--- src/rtl/logic_analyzer_controller.sv ---
// Logic analyzer control/status register window merged with the capture state machine.
// Bus path: one register stage (addr/data/rw/valid in -> out); write strobe follows trig_i combinationally.
// No backpressure: the bus is a fixed-latency daisy chain; the sample memory accepts one write per cycle.
module logic_analyzer_controller #(
  parameter int BASE_ADDR    = 0,
  parameter int SAMPLE_DEPTH = 1024,
  parameter int ADDR_WIDTH   = $clog2(SAMPLE_DEPTH)
) (
  input  logic                  clk,
  input  logic                  rst,
  input  logic [15:0]           addr_i,
  input  logic [15:0]           data_i,
  input  logic                  rw_i,
  input  logic                  valid_i,
  output logic [15:0]           addr_o,
  output logic [15:0]           data_o,
  output logic                  rw_o,
  output logic                  valid_o,
  input  logic                  trig_i,
  output logic [3:0]            state_o,
  output logic                  write_enable_o,
  output logic [ADDR_WIDTH-1:0] write_pointer_o,
  output logic [ADDR_WIDTH-1:0] read_pointer_o
);

  typedef enum logic [3:0] {
    IDLE             = 4'd0,
    MOVE_TO_POSITION = 4'd1,
    IN_POSITION      = 4'd2,
    CAPTURING        = 4'd3,
    CAPTURED         = 4'd4
  } state_t;

  localparam logic [1:0]            MODE_SINGLE = 2'd0;
  localparam logic [1:0]            MODE_INCR   = 2'd1;
  localparam logic [15:0]           BASE        = 16'(BASE_ADDR);
  localparam logic [15:0]           LOC_MAX16   = 16'(SAMPLE_DEPTH - 1);
  localparam logic [ADDR_WIDTH-1:0] LOC_MAX     = ADDR_WIDTH'(SAMPLE_DEPTH - 1);
  localparam logic [ADDR_WIDTH-1:0] PTR_ONE     = ADDR_WIDTH'(1);
  localparam logic [ADDR_WIDTH:0]   CNT_ONE     = (ADDR_WIDTH + 1)'(1);
  localparam logic [ADDR_WIDTH:0]   CNT_FULL    = (ADDR_WIDTH + 1)'(SAMPLE_DEPTH);

  state_t                state;
  logic [1:0]            trigger_mode;
  logic [ADDR_WIDTH-1:0] trigger_loc;
  logic                  request_start;
  logic                  request_stop;
  logic                  start_prev;
  logic                  stop_prev;
  logic                  capture_en;
  logic [ADDR_WIDTH-1:0] wp;
  logic [ADDR_WIDTH-1:0] rp;
  logic [ADDR_WIDTH:0]   count;

  logic [16:0] diff;
  logic        hit;
  logic [15:0] rdata;
  logic        start_evt;
  logic        stop_evt;

  // 17-bit subtraction keeps addresses below BASE from aliasing into the window
  assign diff = {1'b0, addr_i} - {1'b0, BASE};
  assign hit  = valid_i && !diff[16] && (diff[15:0] < 16'd7);

  assign start_evt = request_start && !start_prev;
  assign stop_evt  = request_stop && !stop_prev;

  // Incremental capture writes only on trigger cycles, so the strobe follows trig_i directly
  assign write_enable_o = capture_en && !stop_evt &&
                          ((state != CAPTURING) || (trigger_mode != MODE_INCR) || trig_i);

  assign state_o         = 4'(state);
  assign write_pointer_o = wp;
  assign read_pointer_o  = rp;

  // Register readback mux, zero-extended to the bus width
  always_comb begin
    rdata = 16'd0;
    case (diff[2:0])
      3'd0:    rdata = 16'(state);
      3'd1:    rdata = 16'(trigger_mode);
      3'd2:    rdata = 16'(trigger_loc);
      3'd3:    rdata = 16'(request_start);
      3'd4:    rdata = 16'(request_stop);
      3'd5:    rdata = 16'(rp);
      3'd6:    rdata = 16'(wp);
      default: rdata = 16'd0;
    endcase
  end

  // Bus pipeline stage: pass everything through, substitute read data on a read hit
  always_ff @(posedge clk or posedge rst) begin
    if (rst) begin
      addr_o  <= 16'd0;
      data_o  <= 16'd0;
      rw_o    <= 1'b0;
      valid_o <= 1'b0;
    end else begin
      addr_o  <= addr_i;
      rw_o    <= rw_i;
      valid_o <= valid_i;
      data_o  <= (hit && !rw_i) ? rdata : data_i;
    end
  end

  // Control register writes; configuration is locked once a capture is armed
  always_ff @(posedge clk or posedge rst) begin
    if (rst) begin
      trigger_mode  <= 2'd0;
      trigger_loc   <= '0;
      request_start <= 1'b0;
      request_stop  <= 1'b0;
      start_prev    <= 1'b0;
      stop_prev     <= 1'b0;
    end else begin
      start_prev <= request_start;
      stop_prev  <= request_stop;
      if (hit && rw_i) begin
        case (diff[2:0])
          3'd1: if (state == IDLE) trigger_mode <= data_i[1:0];
          3'd2: if (state == IDLE) trigger_loc <= (data_i > LOC_MAX16) ? LOC_MAX : data_i[ADDR_WIDTH-1:0];
          3'd3: request_start <= data_i[0];
          3'd4: request_stop  <= data_i[0];
          default: ;
        endcase
      end
    end
  end

  // Capture state machine: pre-trigger fill, trigger wait, post-trigger fill, freeze
  always_ff @(posedge clk or posedge rst) begin
    if (rst) begin
      state      <= IDLE;
      capture_en <= 1'b0;
      wp         <= '0;
      rp         <= '0;
      count      <= '0;
    end else if (stop_evt) begin
      state      <= IDLE;
      capture_en <= 1'b0;
      wp         <= '0;
      rp         <= '0;
      count      <= '0;
    end else begin
      case (state)
        IDLE: begin
          wp         <= '0;
          rp         <= '0;
          count      <= '0;
          capture_en <= 1'b0;
          if (start_evt) begin
            capture_en <= 1'b1;
            if (trigger_mode == MODE_SINGLE)
              state <= (trigger_loc == '0) ? IN_POSITION : MOVE_TO_POSITION;
            else
              state <= CAPTURING;
          end
        end
        MOVE_TO_POSITION: begin
          wp <= wp + PTR_ONE;
          if (wp == trigger_loc - PTR_ONE) state <= IN_POSITION;
        end
        IN_POSITION: begin
          wp <= wp + PTR_ONE;
          if (trig_i) begin
            // Keep trigger_loc samples before the trigger sample itself
            rp    <= wp - trigger_loc;
            count <= {1'b0, trigger_loc} + CNT_ONE;
            if (trigger_loc == LOC_MAX) begin
              state      <= CAPTURED;
              capture_en <= 1'b0;
            end else begin
              state <= CAPTURING;
            end
          end else begin
            rp <= wp + PTR_ONE - trigger_loc;
          end
        end
        CAPTURING: begin
          if (write_enable_o) begin
            wp    <= wp + PTR_ONE;
            count <= count + CNT_ONE;
            if (count + CNT_ONE == CNT_FULL) begin
              state      <= CAPTURED;
              capture_en <= 1'b0;
            end
          end
        end
        CAPTURED: capture_en <= 1'b0;
        default: begin
          state      <= IDLE;
          capture_en <= 1'b0;
        end
      endcase
    end
  end

endmodule

--- config.mk ---
export PLATFORM = sky130hd
export DESIGN_NAME = logic_analyzer_controller
export DESIGN_NICKNAME = d
export VERILOG_FILES = /design/src/rtl/logic_analyzer_controller.sv
export SDC_FILE = /design/constraint.sdc
export NUM_CORES = 1
export LEC_CHECK = 0
export CAP_MARGIN = 20
export CORE_UTILIZATION = 55
export CTS_CLUSTER_DIAMETER = 60
export CTS_CLUSTER_SIZE = 30
export DETAILED_ROUTE_END_ITERATION = 12
export PLACE_DENSITY = 0.91
export SETUP_SLACK_MARGIN = 0.5
export SYNTH_ARGS = -nofsm -noshare
export SYNTH_HDL_FRONTEND = slang
export SYNTH_SLANG_ARGS = --single-unit
--- constraint.sdc ---
create_clock -name clk -period 8.1 [get_ports clk]
set_input_delay 1.215 -clock clk [delete_from_list [all_inputs] [get_ports clk]]
set_output_delay 1.215 -clock clk [all_outputs]
set_load 0.02 [all_outputs]
# Word-level counts from Yosys, hierarchy flattened
# Cells that the tools add are included.
dict set report word_totals {
  ff_bits 86
  latchBits 0
  ram_bits 0
  rom_bits 0
  inputBits 37
  output_inout_bits 59
  word_cells 105
  mem_count 0
}
dict set report classes {
  add_sub_neg 6
  mul 0
  div_mod_pow 0
  n_lt_le_gt_ge 2
  n_eq_ne 23
  n_shift 0
  muxes 30
  bitwise_logic 0
  reduce_logical 29
}
# operator count
set ops {}
lappend ops {{$pmux 10 s7} 1}
lappend ops {{$mux 10} 5}
lappend ops {{$mux 11} 3}
lappend ops {{$pmux 11 s3} 1}
lappend ops {{$pmux 10 s3} 1}
lappend ops {{$mux 4} 6}
lappend ops {{$pmux 10 s2} 1}
lappend ops {{$pmux 4 s5} 1}
lappend ops {{$sub 10x10->10} 2}
lappend ops {{$ne 3x3->1 const B} 6}
lappend ops {{$gt 16x10->1 const B} 1}
lappend ops {{$lt 16x3->1 const B} 1}
lappend ops {{$mux 16} 1}
lappend ops {{$add 10x1->11 const B} 1}
lappend ops {{$add 11x1->11 const B} 1}
lappend ops {{$eq 11x11->1 const B} 1}
lappend ops {{$add 10x1->10 const B} 1}
lappend ops {{$eq 10x10->1} 1}
lappend ops {{$eq 10x10->1 const B} 1}
lappend ops {{$logic_not 10->1} 1}
lappend ops {{$sub 10x1->10 const B} 1}
lappend ops {{$eq 3x3->1 const B} 3}
lappend ops {{$reduce_and 3->1} 3}
lappend ops {{$eq 4x2->1 const B} 2}
lappend ops {{other kinds (23)} 44}

# Logic depth before layout (Yosys ltp)
dict set report logic_depth {
  ltp_word 8
  mapped_depth 13
  depth_no_buf 12
}

# Least setup slack after synthesis
# Ideal clock, no wire load.
dict set report synth_timing {
  kind {in2reg}
  start {input port trig_i}
  end {register rp[8], in the netlist read_pointer_o[8]}
  setup_ps 95
  arrival_ps 3165
  required_ps 8005
  setup_slack_ps 4839
  stages 11
  n_path_buf 1
  path_cell_list {clkbuf_1 > xor2_1 > ha_1 > fa_1 > nor2b_1 > o21ai_0 > a21oi_1 > o21ai_0 > a211oi_1 > nor3_1 > o31ai_1}
}
dict set report synth_between {
  elab_chain_len 3
}
# element line_no
set synth_lines {}
lappend synth_lines {{start, declared} 19} ;# input logic trig_i,
lappend synth_lines {{$mux 10} 165} ;# if (trig_i) begin
lappend synth_lines {{$pmux 10 s2} 145} ;# case (state)
lappend synth_lines {{$mux 10} 138} ;# end else if (stop_evt) begin
lappend synth_lines {{end signal, assigned} 167} ;# rp <= wp - trigger_loc;
lappend synth_lines {{end signal, assigned} 176} ;# rp <= wp + PTR_ONE - trigger_loc;
lappend synth_lines {{end, declared} 52} ;# logic [ADDR_WIDTH-1:0] rp;
# No other way between the ends.
# A chain may end at the register's enable or synchronous reset.

# Worst setup path in the final report
dict set report layout_timing {
  start {input port trig_i}
  end {output port write_enable_o}
}
dict set report layout_between {
  elab_chain_len 2
}
# element line_no
set layout_lines {}
lappend layout_lines {{$logic_or 1x1->1} 70} ;# ((state != CAPTURING) || (trigger_mode != MODE_INCR) || trig_i);
lappend layout_lines {{$logic_and 1x1->1} 69} ;# assign write_enable_o = capture_en && !stop_evt &&
lappend layout_lines {{end, declared} 21} ;# output logic write_enable_o,
# No other way between the ends.

==> report_table.html <==
<table>
<tr><th>Metric</th><th>Value</th></tr>
<tr><th colspan="2">Run status</th></tr>
<tr><td>Status</td><td>completed</td></tr>
<tr><th colspan="2">Routing</th></tr>
<tr><td>Number of routed nets with antenna violations</td><td>0</td></tr>
<tr><td>DR DRC count</td><td>0</td></tr>
<tr><td>WL final</td><td>14.0 mm</td></tr>
<tr><td>Average wire per standard cell</td><td>18.9 µm</td></tr>
<tr><td>First-iteration detailed-routing DRC count</td><td>452</td></tr>
<tr><td>Routed via count</td><td>4773</td></tr>
<tr><td>DRT Pass-1 Iters</td><td>5</td></tr>
<tr><td>Detail-routed via count per cell</td><td>6.42</td></tr>
<tr><th colspan="2">STA</th></tr>
<tr><td>Slew Viols, Final</td><td>0</td></tr>
<tr><td>Number of hold-slack violations in the final timing report</td><td>0</td></tr>
<tr><td>Worst-case headroom to the max-slew limit</td><td>44.8%</td></tr>
<tr><td>RSZ-0062 raised after global routing</td><td>no</td></tr>
<tr><td>Setup TNS Final</td><td>0 ps</td></tr>
<tr><td>FMAX</td><td>244 MHz</td></tr>
<tr><td>Final setup viols</td><td>0</td></tr>
<tr><td>Worst Tran Pin Value</td><td>825 ps</td></tr>
<tr><td>Tmin final</td><td>4090 ps</td></tr>
<tr><td>Final clock period utilization by the worst path</td><td>50.5%</td></tr>
<tr><td>Final Skew</td><td>21.5 ps</td></tr>
<tr><th colspan="2">Clocking</th></tr>
<tr><td>Clock buffer count from CTS</td><td>9</td></tr>
<tr><td>Total setup buffers inserted after CTS</td><td>0</td></tr>
<tr><td>Cell at the root of the clock tree</td><td>sky130_fd_sc_hd__clkbuf_8</td></tr>
<tr><td>Clock tree from TritonCTS</td><td>built</td></tr>
<tr><td>Largest buffer count on any clock path</td><td>2</td></tr>
<tr><td>Latest clock arrival within the worst-skew pair</td><td>380 ps</td></tr>
<tr><td>Num Clock Sinks</td><td>85</td></tr>
<tr><td>Post-CTS Resized</td><td>0</td></tr>
<tr><td>H-tree levels</td><td>3</td></tr>
<tr><td>Total of hold buffers inserted after clock tree synthesis</td><td>0</td></tr>
<tr><td>Clock transition time at the flip-flop clock pins of the worst setup and hold paths</td><td>100 ps</td></tr>
<tr><th colspan="2">Yosys</th></tr>
<tr><td>Simple-gate area share of the yosys netlist</td><td>19.7%</td></tr>
<tr><td>Multiplexer share of the synthesized area</td><td>1.75%</td></tr>
<tr><td>Distinct cell type count of the synthesized netlist</td><td>60</td></tr>
<tr><td>Sequential element share of the synthesized area</td><td>43.1%</td></tr>
<tr><td>Largest family of logic cells by synthesized area</td><td>compound AO/OA/AOI/OAI gates</td></tr>
<tr><td>Number of flip-flops and latches in the synthesized netlist</td><td>85</td></tr>
<tr><td>Synthesized-area fraction occupied by xor and xnor cells</td><td>6.54%</td></tr>
<tr><td>Warning count from the yosys run</td><td>0</td></tr>
<tr><td>Net count of the mapped netlist</td><td>608</td></tr>
<tr><td>Post-synthesis share of cell area spent on full adders, half adders and majority gates</td><td>3.70%</td></tr>
<tr><td>Number of synthesized flops with an enable pin</td><td>0</td></tr>
<tr><td>Fraction of synthesis flops using an asynchronous set or reset pin</td><td>100%</td></tr>
<tr><td>Synthesized instance count</td><td>557</td></tr>
<tr><td>Compound-cell area share of the yosys netlist</td><td>20.0%</td></tr>
<tr><td>Post-synthesis average cell area</td><td>8.86 µm²</td></tr>
<tr><td>Synth Cell Area</td><td>0.00494 mm²</td></tr>
<tr><td>Top flip-flop cell by instance count after synthesis</td><td>sky130_fd_sc_hd__dfrtp_1</td></tr>
<tr><th colspan="2">Power and ir drop</th></tr>
<tr><td>Sw Share</td><td>42.2%</td></tr>
<tr><td>Internal power consumption</td><td>800 µW</td></tr>
<tr><td>IR drop worst, VDD</td><td>176 µV</td></tr>
<tr><td>Power share of the clock group</td><td>21.9%</td></tr>
<tr><td>Part of the power in combinational logic</td><td>38.9%</td></tr>
<tr><td>Power density over cell area</td><td>226 mW/mm²</td></tr>
<tr><td>Reported leakage power</td><td>2.56 nW</td></tr>
<tr><td>Psw</td><td>585 µW</td></tr>
<tr><td>Final Power</td><td>1.38 mW</td></tr>
<tr><td>Sequential power share</td><td>39.3%</td></tr>
<tr><th colspan="2">Floorplanning</th></tr>
<tr><td>Die height</td><td>96.7 µm</td></tr>
<tr><td>Std cell rows</td><td>34</td></tr>
<tr><td>Overall die width</td><td>96.7 µm</td></tr>
<tr><td>Core area</td><td>0.00872 mm²</td></tr>
<tr><td>Starting density of the core</td><td>56.6%</td></tr>
<tr><td>Boundary Pins</td><td>96</td></tr>
<tr><td>Overall die area</td><td>0.00936 mm²</td></tr>
<tr><th colspan="2">Global routing</th></tr>
<tr><td>Largest net degree at the start of global routing</td><td>86</td></tr>
<tr><td>Antenna violations before repair</td><td>0</td></tr>
<tr><td>GRT Total Usage</td><td>30.3%</td></tr>
<tr><td>Total overflow reported by the global router</td><td>0</td></tr>
<tr><td>Global-route wire length before repair</td><td>22.8 mm</td></tr>
<tr><td>Vias in the first global route</td><td>4529</td></tr>
<tr><th colspan="2">Finish</th></tr>
<tr><td>Number of antenna cells inserted</td><td>0</td></tr>
<tr><td>Layout Nets</td><td>682</td></tr>
<tr><td>Area added between synthesis and finish</td><td>24.0%</td></tr>
<tr><td>Share of layout cells above drive strength 1</td><td>6.29%</td></tr>
<tr><th colspan="2">Worst hold path</th></tr>
<tr><td>Worst min path class</td><td>flop to flop</td></tr>
<tr><th colspan="2">Place</th></tr>
<tr><td>HPWL Detailed</td><td>9.99 mm</td></tr>
<tr><td>Global placer's final weighted congestion</td><td>0.959</td></tr>
<tr><td>Count of input and output buffers</td><td>94</td></tr>
<tr><th colspan="2">Setup path</th></tr>
<tr><td>Data required, critical path</td><td>6880 ps</td></tr>
<tr><td>Worst Setup Start Kind</td><td>input port</td></tr>
<tr><td>Worst Setup End Kind</td><td>primary output</td></tr>
<tr><td>Setup CP Type</td><td>input port to primary output</td></tr>
<tr><td>CP Data Arrival Time</td><td>2880 ps</td></tr>
<tr><td>Worst Path Max Fanout</td><td>15</td></tr>
<tr><th colspan="2">Job</th></tr>
<tr><td>Max_cap viols</td><td>0</td></tr>
</table>
Yosys cell counts, drive strengths merged, types with 5 or more instances:
| cell type | n | share of area [%] |
|---|---|---|
| dfrtp | 85 | 43 |
| o21ai | 69 | 7.0 |
| nor2 | 52 | 4.0 |
| nand2 | 39 | 3.0 |
| clkbuf | 27 | 2.1 |
| a21oi | 26 | 2.6 |
| inv | 25 | 1.9 |
| xnor2 | 24 | 4.3 |
| nand3 | 23 | 2.3 |
| nor3 | 16 | 1.7 |
| ha | 13 | 3.3 |
| nor2b | 13 | 1.6 |
| nor4 | 13 | 1.8 |
| o31ai | 12 | 1.9 |
| xor2 | 12 | 2.3 |
| and3 | 9 | 1.1 |
| buf | 9 | 1.2 |
| a22o | 8 | 1.4 |
| a22oi | 8 | 1.2 |
| nand2b | 8 | 1.0 |
| a211oi | 7 | 1.1 |
| a31oi | 5 | 0.63 |
state kept, by name (all words and copies together), names as in the netlist:
name             flops
addr_o              16
data_o              16
count               11
read_pointer_o      10
trigger_loc         10
write_pointer_o     10
state_o              3
trigger_mode         2
capture_en           1
request_start        1
request_stop         1
rw_o                 1
start_prev           1
stop_prev            1
valid_o              1
layer usage:
layer  vias up  routed length, µm  global-route usage (%)
li1       2145                  -                       -
met1      2291               5570                    39.0
met2       275               6800                    49.2
met3        62               1140                    6.72
met4         0                521                    13.3
met5         -                  0                       0
cells in the final DEF (no fill, tap or decap), types with 3 or more instances in the layout:
cell type	instances
sky130_fd_sc_hd__a211oi_1	7
sky130_fd_sc_hd__a21oi_1	26
sky130_fd_sc_hd__a22o_1	8
sky130_fd_sc_hd__a22oi_1	8
sky130_fd_sc_hd__a31oi_1	5
sky130_fd_sc_hd__a32oi_1	4
sky130_fd_sc_hd__and3_1	9
sky130_fd_sc_hd__buf_4	4
sky130_fd_sc_hd__clkbuf_8	9
sky130_fd_sc_hd__clkdlybuf4s50_1	94
sky130_fd_sc_hd__dfrtp_1	85
sky130_fd_sc_hd__ha_1	13
sky130_fd_sc_hd__inv_1	24
sky130_fd_sc_hd__mux2_2	3
sky130_fd_sc_hd__mux2i_1	3
sky130_fd_sc_hd__nand2_1	39
sky130_fd_sc_hd__nand2b_1	8
sky130_fd_sc_hd__nand3_1	23
sky130_fd_sc_hd__nand4_1	4
sky130_fd_sc_hd__nor2_1	52
sky130_fd_sc_hd__nor2b_1	13
sky130_fd_sc_hd__nor3_1	15
sky130_fd_sc_hd__nor4_1	11
sky130_fd_sc_hd__o211ai_1	4
sky130_fd_sc_hd__o21a_1	3
sky130_fd_sc_hd__o21ai_0	68
sky130_fd_sc_hd__o22ai_1	3
sky130_fd_sc_hd__o31ai_1	11
sky130_fd_sc_hd__or2_2	4
sky130_fd_sc_hd__xnor2_1	24
sky130_fd_sc_hd__xor2_1	11
worst paths after layout:
check / to / depth (start not counted) / slack, ps / startpoint
worst min-delay path: stop_prev$_DFF_PP0_ / 0 / 470 / request_stop$_DFFE_PP0P_
min in group asynchronous: state_o[2]$_DFFE_PP0P_ / 3 / 1190 / rst
worst min register to register: stop_prev$_DFF_PP0_ / 0 / 470 / request_stop$_DFFE_PP0P_
worst max register to register: read_pointer_o[9]$_DFFE_PP0P_ / 11 / 5090 / write_pointer_o[0]$_DFFE_PP0P_
max in group asynchronous: write_pointer_o[4]$_DFFE_PP0P_ / 4 / 6280 / rst
worst max-delay path: write_enable_o / 5 / 4010 / trig_i
layout make-up:
type | instances | area [µm²]
fillers | 648 | 2600
multi-input cells | 411 | 2570
flip-flops and latches | 85 | 2130
repair buffers | 99 | 998
well taps | 108 | 135
clock buffers | 9 | 124
inverters | 25 | 95.1
clock inverters | 7 | 73.8
worst max-delay path, cell delays in order:
cell	delay (ps)
sky130_fd_sc_hd__clkdlybuf4s50_1	460
sky130_fd_sc_hd__buf_4	210
sky130_fd_sc_hd__nor3b_1	100
sky130_fd_sc_hd__a211oi_1	240
sky130_fd_sc_hd__clkdlybuf4s50_1	640
metrics by stage:
step	hold slack (ps)	setup slack, ps	cell area, µm²	util (%)	instances
6_report	465	4010	6120	70.2	744
5_1_grt	480	3890	6120	70.2	744
4_1_cts	472	4030	6090	69.9	743
3_5_place_dp	445	4030	5900	67.6	727
3_3_place_gp	432	4070	5900	67.6	727
2_1_floorplan	391	4690	4940	-	557
cells by family after synthesis:
group	count (synthesis)
simple gates	193
compound gates	160
flops	85
buf+inv	61
xor+xnor	36
fa+ha+maj	14
mux	7
other cells	1
power groups by stage:
stage / Combinational, mW / Sequential (mW) / Clock (mW)
CTS: 0.531 / 0.541 / 0.305
global placement: 0.510 / 0.546 / 0
detailed placement: 0.527 / 0.549 / 0
global route: 0.591 / 0.550 / 0.323
floorplan: 0.328 / 0.550 / 0
finish: 0.538 / 0.544 / 0.303
(Power assumes the default switching activity.)
